--- src/rtl/clk_pkg.sv ---
// Shared types and default timing constants for the digital-clock time-setting logic.
package clk_pkg;

  typedef enum logic [1:0] {
    RUN     = 2'b00,
    SET_HR  = 2'b01,
    SET_MIN = 2'b10
  } mode_t;

  localparam int DEB_CYCLES_DEF = 4;
  localparam int REPEAT_DLY_DEF = 8;
  localparam int REPEAT_PER_DEF = 4;

  function automatic int max_int(input int a, input int b);
    return (a > b) ? a : b;
  endfunction

endpackage

--- src/rtl/clk_btn_debounce.sv ---
// One push-button path: 2-FF synchronizer, stability counter, debounced level
// and a one-cycle press pulse on the level's rising edge.
module clk_btn_debounce
  import clk_pkg::*;
#(
  parameter int DEB_CYCLES = DEB_CYCLES_DEF
) (
  input  logic CLK,
  input  logic rst_n,
  input  logic btn,
  output logic level,
  output logic press
);

  localparam int CW = $clog2(DEB_CYCLES) + 1;

  logic          sync1_reg;
  logic          sync2_reg;
  logic          level_reg;
  logic          level_d_reg;
  logic [CW-1:0] cnt_reg;

  always_ff @(posedge CLK or negedge rst_n) begin
    if (!rst_n) begin
      sync1_reg   <= 1'b0;
      sync2_reg   <= 1'b0;
      level_reg   <= 1'b0;
      level_d_reg <= 1'b0;
      cnt_reg     <= '0;
    end else begin
      sync1_reg   <= btn;
      sync2_reg   <= sync1_reg;
      level_d_reg <= level_reg;
      // Level flips on the DEB_CYCLES-th consecutive disagreeing sample.
      if (sync2_reg != level_reg) begin
        if (cnt_reg == CW'(DEB_CYCLES - 1)) begin
          level_reg <= ~level_reg;
          cnt_reg   <= '0;
        end else begin
          cnt_reg <= cnt_reg + CW'(1);
        end
      end else begin
        cnt_reg <= '0;
      end
    end
  end

  assign level = level_reg;
  assign press = level_reg & ~level_d_reg;

endmodule

--- src/rtl/clk_time_set_ctrl.sv ---
// Mode machine, increment auto-repeat and registered counter-control pulses
// for setting the time of the digital clock.
module clk_time_set_ctrl
  import clk_pkg::*;
#(
  parameter int DEB_CYCLES = DEB_CYCLES_DEF,
  parameter int REPEAT_DLY = REPEAT_DLY_DEF,
  parameter int REPEAT_PER = REPEAT_PER_DEF
) (
  input  logic       CLK,
  input  logic       rst_n,
  input  logic       btn_mode,
  input  logic       btn_inc,
  input  logic       btn_clr,
  input  logic       min_carry,
  output logic       count_up_hr,
  output logic       count_up_min,
  output logic       rst_counters,
  output logic       run_en,
  output logic [1:0] mode
);

  localparam int RW = $clog2(max_int(REPEAT_DLY, REPEAT_PER)) + 1;

  mode_t         state_reg, state_next;
  logic [RW-1:0] rep_cnt_reg, rep_cnt_next;
  logic          rep_phase_reg, rep_phase_next;   // 0: waiting first delay, 1: periodic
  logic          rep_armed_reg, rep_armed_next;   // set only by a press seen in a set mode
  logic          hr_reg, hr_next;
  logic          min_reg, min_next;
  logic          clr_reg, clr_next;
  logic          run_en_reg, run_en_next;
  logic          mode_press, inc_press, clr_press, inc_level;
  logic          unused_mode_level, unused_clr_level;
  logic          rep_due;

  clk_btn_debounce #(.DEB_CYCLES(DEB_CYCLES)) u_deb_mode (
    .CLK(CLK), .rst_n(rst_n), .btn(btn_mode), .level(unused_mode_level), .press(mode_press)
  );
  clk_btn_debounce #(.DEB_CYCLES(DEB_CYCLES)) u_deb_inc (
    .CLK(CLK), .rst_n(rst_n), .btn(btn_inc), .level(inc_level), .press(inc_press)
  );
  clk_btn_debounce #(.DEB_CYCLES(DEB_CYCLES)) u_deb_clr (
    .CLK(CLK), .rst_n(rst_n), .btn(btn_clr), .level(unused_clr_level), .press(clr_press)
  );

  always_comb begin
    state_next     = state_reg;
    rep_cnt_next   = rep_cnt_reg;
    rep_phase_next = rep_phase_reg;
    rep_armed_next = rep_armed_reg;
    hr_next        = 1'b0;
    min_next       = 1'b0;
    clr_next       = clr_press;
    rep_due        = 1'b0;

    case (state_reg)
      RUN: begin
        hr_next        = min_carry;
        rep_cnt_next   = '0;
        rep_phase_next = 1'b0;
        rep_armed_next = 1'b0;
        if (mode_press) state_next = SET_HR;
      end
      SET_HR, SET_MIN: begin
        rep_due = rep_armed_reg && inc_level &&
                  ((!rep_phase_reg && rep_cnt_reg == RW'(REPEAT_DLY)) ||
                   ( rep_phase_reg && rep_cnt_reg == RW'(REPEAT_PER)));
        if (mode_press) begin
          // Mode change wins; a held increment must be re-pressed to act again.
          state_next     = (state_reg == SET_HR) ? SET_MIN : RUN;
          rep_cnt_next   = '0;
          rep_phase_next = 1'b0;
          rep_armed_next = 1'b0;
        end else if (inc_press || rep_due) begin
          rep_cnt_next = RW'(1);
          if (clr_press || inc_press) begin
            rep_phase_next = 1'b0;
            rep_armed_next = 1'b1;
          end else begin
            rep_phase_next = 1'b1;
          end
          if (!clr_press) begin
            hr_next  = (state_reg == SET_HR);
            min_next = (state_reg == SET_MIN);
          end
        end else if (!inc_level) begin
          rep_cnt_next   = '0;
          rep_phase_next = 1'b0;
          rep_armed_next = 1'b0;
        end else if (rep_armed_reg) begin
          rep_cnt_next = rep_cnt_reg + RW'(1);
        end
      end
      default: begin
        state_next     = RUN;
        rep_cnt_next   = '0;
        rep_phase_next = 1'b0;
        rep_armed_next = 1'b0;
      end
    endcase

    run_en_next = (state_next == RUN);
  end

  always_ff @(posedge CLK or negedge rst_n) begin
    if (!rst_n) begin
      state_reg     <= RUN;
      rep_cnt_reg   <= '0;
      rep_phase_reg <= 1'b0;
      rep_armed_reg <= 1'b0;
      hr_reg        <= 1'b0;
      min_reg       <= 1'b0;
      clr_reg       <= 1'b0;
      run_en_reg    <= 1'b1;
    end else begin
      state_reg     <= state_next;
      rep_cnt_reg   <= rep_cnt_next;
      rep_phase_reg <= rep_phase_next;
      rep_armed_reg <= rep_armed_next;
      hr_reg        <= hr_next;
      min_reg       <= min_next;
      clr_reg       <= clr_next;
      run_en_reg    <= run_en_next;
    end
  end

  assign count_up_hr  = hr_reg;
  assign count_up_min = min_reg;
  assign rst_counters = clr_reg;
  assign run_en       = run_en_reg;
  assign mode         = state_reg;

endmodule

--- config.mk ---
export PLATFORM = sky130hd
export DESIGN_NAME = clk_time_set_ctrl
export DESIGN_NICKNAME = d
export VERILOG_FILES = /design/src/rtl/clk_pkg.sv /design/src/rtl/clk_btn_debounce.sv /design/src/rtl/clk_time_set_ctrl.sv
export SDC_FILE = /design/constraint.sdc
export NUM_CORES = 1
export LEC_CHECK = 0
export ABC_AREA = 1
export BUFFER_PORTS_ARGS = -buffer_cell sky130_fd_sc_hd__buf_2
export CAP_MARGIN = 20
export CORE_MARGIN = 2
export CORE_UTILIZATION = 40
export CTS_CLUSTER_SIZE = 14
export DETAILED_ROUTE_END_ITERATION = 10
export HOLD_SLACK_MARGIN = 0.08
export PLACE_DENSITY = 0.62
export SLEW_MARGIN = 5
export SYNTH_ARGS = -nofsm -noshare
export SYNTH_HDL_FRONTEND = slang
export SYNTH_SLANG_ARGS = --single-unit
export TNS_END_PERCENT = 30
--- constraint.sdc ---
create_clock -name CLK -period 2.37 [get_ports CLK]
set_input_delay 0 -clock CLK [delete_from_list [all_inputs] [get_ports CLK]]
set_output_delay 0 -clock CLK [all_outputs]
set_load 0.005 [all_outputs]
==> qor.yml <==
fin_util: 0.489
crit_type: "flip-flop to flip-flop"
fin_ws_ps: 879
max_slew_margin: 0.531
pre_cts_ws_ps: 909
synth_area_leaders: "dfrtp_1 (59%), ha_1 (8.2%), nor2_1 (4.9%), nand2_1 (4.1%), inv_1 (3.8%)"
cts_made_buffers: 5
largest_register_ff_count: 4
portBuffers: 11
area_delta_synth_final_pct: 18.4
vias: 904
drive_gt1_frac: 0.203
placementRows: 21
cts-root-buf: "clkbuf_4"
place_congestion: 0.802
hold_viol_final: 0
cp_top_family: "simple AND/OR/NAND/NOR gates"
ctsResizeCount: 0
swShare: 0.340
grt_usage: 0.131
synth_cells: 129
worstPathArrival_ps: 1720
r2r_cells: 7
critPathLaunch: "mode[0]"
wl_um: 2080
drc: 0
finClkSkew_ps: 9.37
clk_pin_slew_worst_paths_ps: 100
cp.required_ps: 2600
status: "complete, no violations"
p_sw_mw: 0.620
clock_sinks: 33
worst_setup_path_end_kind: "flip-flop"
cts_buffer_depth: 2
p_clk_frac: 0.242
setup.worst_path.start_class: "flip-flop"
yosysTopAreaCell: "dfrtp_1"
post-route-period-util: 0.629
core_area_mm2: 0.00331
dp.final_hpwl_um: 1470
path_cells: "inv_1 -> ha_1 -> nand2_2 -> nor2_2 -> nand4_1 -> nand3_1 -> nand2_1"
cap_violations: 0
antenna_left: 0
timing.critical_path.buf_inv: 1
final_common_cell: "dfrtp_1"
postCtsHoldBufs: 5
worstPathMaxFanout: 5
cpPeakStageDelay_ps: 430
dr.pass1.iters: 4
grt_pass1_vias: 972
maxSlewViolCount: 0
fp.dieArea_mm2: 0.00390
initial_core_util: 0.413
power_frac_seq: 0.453
peakVddDrop_v: 0.000491
pin_count: 12
use_met2: 0.204
ys_seq_area_frac: 0.605
syn-num-nets: 144
total_power_mw: 1.82
setup_tns_ps: 0
final_nets: 167
max_clock_freq_mhz: 671
wl_per_cell_um: 10.5
syn_area_mm2: 0.00137
grt_remaining_overflow: 0
grt_pass1_wl_um: 3950
clk-insertion-delay-late_ps: 330
hold_class: "input port to asynchronous set/reset pin"
diodes: 0
vias_per_cell: 4.54
rsz0062_at_grt: "false"
r2r_start: "mode[0]"
cts_setup_buffers: 0
grtUsageMet3: 0.0396
tightest_slew_ps: 704
cts_tree: "yes"
synth_cell_types: 21
power.density_mw_per_mm2: 1130
rrSetupSlack_ps: 880
h-tree-depth: 2
reg2reg_to: "rep_armed_reg"
ys_ff_latch: 33
crit_slowest_cell: "dfrtp_1"
setup_viol: 0
grtUsageMet1: 0.153
chipHeight_um: 62.5
die_x_um: 62.5
grt_max_degree: 34
netlist.area_leader.share: 0.586
avgSynthCellArea_um2: 10.6
grt_busiest_layer: "met2"
yosysWarnings: 0
layout_common_cells: "dfrtp_1 (32), nor2_1 (18), nand2_1 (15)"
combPwrFrac: 0.305
initialDrtViolationCount: 27
antenna_found_initial: 0
fillers: 304
p_leak_nw: 0.788
p_int_mw: 1.20
period_needed_ps: 1490
## final cells by class
cell class	count	area (µm²)	area share
clock buffers	6	51.3	0.0317
inverters	16	60.1	0.0371
clock inverters	2	37.5	0.0232
repair buffers	16	105	0.0649
flip-flops and latches	33	827	0.511
multi-input cells	80	480	0.297
well taps	46	57.6	0.0355
## per-stage QoR
step                std cells  hold WS, ps  cell area (µm²)
floorplan                 129         -296             1370
global placement          186         82.6             1480
detailed placement        186         93.4             1480
CTS                       199          264             1620
global route              199          279             1620
finish                    199          240             1620
## power groups by stage
stage	clock [mW]	combinational, mW	sequential (mW)
after floorplan	0	0.415	0.821
after global placement	0	0.539	0.830
after detailed placement	0	0.556	0.840
after global routing	0.485	0.657	0.848
final	0.441	0.555	0.827
after CTS	0.452	0.566	0.827
## cell usage after synthesis, drive strengths merged
master / n
dfstp: 1
nor4: 1
xnor2: 3
a21oi: 6
and3: 1
inv: 16
nor2: 20
nand4: 3
nor3: 4
nand2: 18
xor2: 2
nor3b: 3
ha: 9
nand3: 7
or2: 1
o21ai: 2
dfrtp: 32
## cell families after synthesis
family	synth area share
AOI/OAI and AO/OA	0.0293
xor gates and xnor gates	0.0320
adders and majority gates	0.0823
buffers and inverters	0.0439
DFF	0.605
and+or+nand+nor	0.208
## worst max-delay path by stage
stage / depth (start not counted) / slack [ps] / to
2_1_floorplan: 7 / 1040 / rep_armed_reg
3_3_place_gp: 7 / 950 / rep_armed_reg
3_5_place_dp: 7 / 910 / rep_armed_reg
4_1_cts: 7 / 890 / rep_armed_reg
5_1_grt: 8 / 720 / rep_armed_reg
6_report: 7 / 880 / rep_armed_reg
## layer usage
metal,routed length [µm],vias to the layer above
li1,-,457
met3,72,7
met2,1020,13
met5,0,-
met4,56,0
met1,937,427
Power figures use the tool's default switching activity.
